File: config.mk
export PLATFORM = sky130hd
export DESIGN_NAME = serial7_tx
export DESIGN_NICKNAME = d
export VERILOG_FILES = /design/src/rtl/serial7_tx.sv
export SDC_FILE = /design/constraint.sdc
export NUM_CORES = 1
export LEC_CHECK = 0
export ABC_AREA = 1
export CAP_MARGIN = 20
export CORE_MARGIN = 5
export CORE_UTILIZATION = 55
export CTS_CLUSTER_SIZE = 8
export DETAILED_ROUTE_END_ITERATION = 10
export DONT_BUFFER_PORTS = 1
export MAX_ROUTING_LAYER = met4
export PLACE_DENSITY = 0.73
export SLEW_MARGIN = 25
export SYNTH_ARGS = -nofsm -noshare
export SYNTH_HDL_FRONTEND = slang
export SYNTH_SLANG_ARGS = --single-unit
File: constraint.sdc
create_clock -name clk -period 1.23 [get_ports clk]
set_input_delay 0.0615 -clock clk [delete_from_list [all_inputs] [get_ports clk]]
set_output_delay 0.0615 -clock clk [all_outputs]
set_load 0.02 [all_outputs]
File: src/rtl/serial7_tx.sv
// Serial transmitter for the 7-bit word path: valid/ready word in, async frame out
// (start, 7 data bits LSB first, optional parity, one stop bit), internally timed.
module serial7_tx #(
  parameter int CLKS_PER_BIT = 4,
  parameter bit PARITY_EN    = 1'b1,
  parameter bit PARITY_ODD   = 1'b0
) (
  input  logic       clk,
  input  logic       reset,
  input  logic       valid,
  input  logic [6:0] d,
  output logic       ready,
  output logic       tx,
  output logic       busy,
  output logic       done
);

  localparam int DW = (CLKS_PER_BIT > 1) ? $clog2(CLKS_PER_BIT) : 1;
  localparam logic [DW-1:0] DIV_LAST = DW'(CLKS_PER_BIT - 1);
  // Only reached when CLKS_PER_BIT >= 2; done is raised one edge early so it
  // lines up with the final stop cycle.
  localparam logic [DW-1:0] DIV_PRE  = DW'(CLKS_PER_BIT - 2);

  typedef enum logic [2:0] {IDLE, START, DATA, PARITY, STOP} state_t;

  state_t        state;
  logic [DW-1:0] div;
  logic [2:0]    bit_cnt;
  logic [6:0]    shreg;
  logic          par;

  // Outputs are set on the edge that enters each state, so they stay registered.
  always_ff @(posedge clk or negedge reset) begin
    if (!reset) begin
      state   <= IDLE;
      div     <= '0;
      bit_cnt <= '0;
      shreg   <= '0;
      par     <= 1'b0;
      tx      <= 1'b1;
      ready   <= 1'b1;
      busy    <= 1'b0;
      done    <= 1'b0;
    end else begin
      done <= 1'b0;
      case (state)
        IDLE: begin
          if (valid) begin
            state <= START;
            div   <= '0;
            shreg <= d;
            par   <= (^d) ^ PARITY_ODD;
            tx    <= 1'b0;
            ready <= 1'b0;
            busy  <= 1'b1;
          end
        end
        default: begin
          if (div == DIV_LAST) begin
            div <= '0;
            case (state)
              START: begin
                state   <= DATA;
                tx      <= shreg[0];
                bit_cnt <= '0;
              end
              DATA: begin
                shreg <= shreg >> 1;
                if (bit_cnt == 3'd6) begin
                  bit_cnt <= '0;
                  if (PARITY_EN) begin
                    state <= PARITY;
                    tx    <= par;
                  end else begin
                    state <= STOP;
                    tx    <= 1'b1;
                    done  <= (CLKS_PER_BIT == 1);
                  end
                end else begin
                  bit_cnt <= bit_cnt + 3'd1;
                  tx      <= shreg[1];
                end
              end
              PARITY: begin
                state <= STOP;
                tx    <= 1'b1;
                done  <= (CLKS_PER_BIT == 1);
              end
              STOP: begin
                state <= IDLE;
                ready <= 1'b1;
                busy  <= 1'b0;
              end
              default: begin
                state <= IDLE;
                tx    <= 1'b1;
                ready <= 1'b1;
                busy  <= 1'b0;
              end
            endcase
          end else begin
            div <= div + 1'b1;
            if (state == STOP && div == DIV_PRE) done <= 1'b1;
          end
        end
      endcase
    end
  end

endmodule
# == Yosys cells after proc, flatten, opt, wreduce, memory -nomap -nowiden ==
# Index checks and enable logic that the tools add are counted.
# word_totals
output_inout_bits,4
in_bits,10
ff_bits,20
elab_cells,65
# classes
n_mux,29
reduce_logical,13
n_eq_ne,11
bitwise,1
n_addsub,2
# ops
operator,n
$mux W7,4
$mux W3,5
$reduce_and A3 Y1,5
$mux W1,14
$pmux W3 S3,1
$reduce_xor A7 Y1,1
$eq A3 B2 Y1 const B,2
$eq A3 B3 Y1 const B,2
$mux W2,3
$pmux W3 S2,1
$reduce_bool A2 Y1,3
$eq A2 B2 Y1 const B,2
$ne A2 B1 Y1 const B,2
$add A3 B1 Y3 const B,1
$eq A3 B1 Y1 const B,1
$logic_not A3 Y1,1
$ne A3 B3 Y1 const B,1
$pmux W1 S3,1
$reduce_or A3 Y1,1
$add A2 B1 Y2 const B,1
$ne A2 B2 Y1 const B,1
$reduce_and A2 Y1,1
$logic_and A1 B1 Y1,1
$not A1 Y1,1

# == Depth between registers and ports, before layout ==
# logic_depth
word_depth,5
mapped_depth,8
ltp_nobuf,8

# == Worst setup path after synthesis ==
# Ideal clock, no wire load.
# synth_timing
path_kind,reg-to-reg
start,register div[0]
end,register state[1]
path_stages_with_launch,7
n_path_buf,0
t_arrival_ps,1111
setup_time_ps,130
path_slack_ps,-11
path_cell_list,dfrtp_1 ha_1 inv_1 nand2_1 nand2_2 o21ai_0 o21ai_0
# synth_between
elab_chain_len,3
# synth_rtl
element,line,source
start: declaration,27,logic [DW-1:0] div;
start signal: assignment,102,div <= div + 1'b1;
$eq A2 B2 Y1,59,if (div == DIV_LAST) begin
$reduce_bool A2 Y1 (no line),-,
$reduce_and A3 Y1 (no line),-,
end signal: assignment,63,state <= DATA;
end signal: assignment,72,state <= PARITY;
end signal: assignment,75,state <= STOP;
end: declaration,26,state_t state;
# No other way between the ends.
# A chain may end at the register's enable or synchronous reset.

# == Worst setup path in the final report ==
# layout_timing
start,register state[0]
end,register bit_cnt[1]
# layout_between
elab_chain_len,3
# layout_rtl
element,line,source
start signal: assignment,35,state <= IDLE;
start signal: assignment,49,state <= START;
start signal: assignment,63,
$eq A3 B2 Y1 (tied with other cells),61,case (state)
$reduce_bool A2 Y1 (no line) or $not A1 Y1 (tied branches),-,
$reduce_and A3 Y1 (no line),-,
end signal: assignment,80,bit_cnt <= bit_cnt + 3'd1;
end: declaration,28,logic [2:0] bit_cnt;
# Several ways; a longest one is shown, not always the timed one.

==> results.yml <==
run_status:
  status: "finished, violations left"
  violations: "negative setup slack"
placement:
  io_buffers: 0
  dp_slack_ns: -0.03443
  dp_hpwl_um: 1731
  gp_congestion: 0.8079
timing:
  worst_pin_slew_ns: 0.4330
  clock.fmax_mhz: 775.9
  holdWs_ns: 0.02486
  period_needed_ns: 1.289
  finalSetupViolations: 11
  slew_headroom_pct: 71.13
  rsz0062_at_grt: "true"
  fin_skew_ns: 0.01177
  finalCritPeriodShare_pct: 104.8
  drv_slew: 0
  setup_slack_ns: -0.05885
  hold_viol_final: 0
layout:
  layout_common_cells: "nand2_1, inv_1, dfrtp_1"
  antennaDiodeCount: 0
  syn2layout_area_growth_pct: 20.18
  nNetsFinal: 180
  fillers: 172
  drive_above_1_share_pct: 20.96
  final_common_cell: "nand2_1"
detailed_routing:
  drtPass1Iterations: 4
  via_per_inst: 5.108
  vias: 991
  drt_wl_total_um: 2398
  wl_per_cell_um: 12.36
  first_iter_violations: 8
  ant_nets: 0
  drcViolationCount: 0
global_routing:
  grtUsageTotal_pct: 19.11
  grt_max_degree: 21
  grt_overflow: 0
  grt_pass1_vias: 952
  grt_pass1_wl_um: 4008
  antenna_found_initial: 0
logic_synthesis:
  syn_area_per_cell_sq_um: 7.490
  synth_fp_nets: 161
  synth_area_leaders: "dfrtp_1, nand2_1, inv_1, o21ai_0, dfstp_2"
  synth.distinct_cells: 22
  syn_area_sq_um: 1116
  synth_cells: 149
  ys_ff_latch: 20
  synth_area_leader_cell: "dfrtp_1"
  synth-seq-area-share_pct: 45.07
  yosysWarnings: 0
  yosys.area.top_type_share_pct: 40.36
clock_network:
  cts_tree: "yes"
  cts-root-buf: "clkbuf_4"
  cts_buffer_depth: 2
  clk_pin_slew_ns: 0.12
  h-tree-depth: 1
  numCtsBuffers: 3
  worstSkewPairLatency_ns: 0.30
  cts.sinks: 20
die:
  die_area_sq_um: 3030
  core_area_sq_um: 1942
  start_util_pct: 57.47
  die_w_um: 55.05
  die_h_um: 55.05
  rows: 16
  io_pins: 14
setup_path:
  start_kind: "flip-flop"
  rr_worst_depth: 7
  worstReg2RegEnd: "bit_cnt[1]"
  r2r-start: "state[0]"
  worstPathArrival_ns: 1.53
  end_kind: "flip-flop"
  crit_end: "bit_cnt[1]"
  crit_required_ns: 1.47
  r2r_slack_ns: -0.06
  critical_path_class: "reg2reg"
  cp_max_fo: 7
  cp-startpoint: "state[0]"
job:
  maxCapViolations: 0
hold_path:
  hold_class: "in2reg"
power:
  peakVddDrop_v: 0.001239
  power_density_nw_per_um2: 2426
  leakage_nw: 0.7278
## through the flow
stage | area, sq um | TNS, ns | utilization (%) | cells | power [mW]
2_1_floorplan | 1119 | 0 | - | 149 | 2.112
3_3_place_gp | 1215 | 0 | 62.56 | 184 | 2.476
3_5_place_dp | 1215 | -0.1275 | 62.56 | 184 | 2.532
4_1_cts | 1323 | -0.07054 | 68.11 | 193 | 3.205
5_1_grt | 1341 | -1.688 | 69.07 | 194 | 3.531
6_report | 1341 | -0.2859 | 69.07 | 194 | 3.254
## layer usage
metal	vias to the layer above	track usage, %	part of all wire (%)
met2	22	31.69	52
li1	506	-	-
met4	0	8.502	1.3
met3	4	2.681	3.8
met1	459	23.06	43
met5	-	-	0
## flip-flops by register name, indices dropped and copies added, names as in the netlist, 2 cells and up
| name | count |
|---|---|
| state | 3 |
| shreg | 7 |
| bit_cnt | 3 |
| div | 2 |
## report_power, final
group | switching, mW | internal [mW] | leakage (nW)
Sequential | 0.244 | 0.949 | 0.247
Combinational | 0.888 | 0.648 | 0.453
Clock | 0.196 | 0.329 | 0.0279
Total | 1.33 | 1.93 | 0.728
## how the worst min path moves through the flow
| stage | from | slack, ns | depth (start not counted) | to |
|---|---|---|---|---|
| finish | d[3] | 0.02 | 4 | shreg[3] |
| CTS | valid | 0.0009 | 3 | div[0] |
| floorplan | reset | -0.23 | 0 | bit_cnt[0] |
| global placement | reset | -0.23 | 0 | div[0] |
| detailed placement | reset | -0.23 | 0 | div[1] |
| global route | d[3] | 0.04 | 4 | shreg[3] |
## cell type report
class / instances / area (sq um) / area share (%)
multi-input combinational: 105 / 550.5 / 41.04
clock buffer: 3 / 22.52 / 1.679
clock inverter: 1 / 30.03 / 2.239
inverter: 23 / 86.33 / 6.437
sequential: 20 / 503.0 / 37.50
timing repair buffer: 15 / 115.1 / 8.582
tap: 27 / 33.78 / 2.519
## worst max-delay path, stage by stage, from the launching register on
cell      delay (ns)
dfrtp_1         0.45
inv_1           0.16
nand3_2         0.15
nand2_2         0.10
nand2_2         0.09
o21bai_1        0.13
inv_1           0.05
nor2_1          0.09
## repair_timing
action / 4_1_cts / 5_1_grt
pin swaps: 5 / 4
gates cloned: 0 / 0
hold buffers: 2 / 1
gates resized for setup: 4 / 7
endpoints found under the hold margin: 21 / 18
setup buffers: 3 / 0
setup endpoints to repair: 10 / 16
## kinds of logic after synthesis
kind of cell | count (synthesis) | synth area share, %
DFF | 20 | 45.07
buffers and inverters | 24 | 8.184
and+or+nand+nor | 76 | 31.61
adders and majority gates | 2 | 2.242
AOI/OAI and AO/OA | 26 | 12.11
xor gates and xnor gates | 1 | 0.7849
## synthesized netlist by cell type, drive strengths merged
master and n:
a21oi 7, buf 1, dfrtp 18, dfstp 2, ha 2, inv 23
nand2 51, nand3 10, nand3b 1, nand4 1, nor2 13, o21ai 16
o21bai 1, o22ai 2, xnor2 1
(Power assumes the default switching activity.)
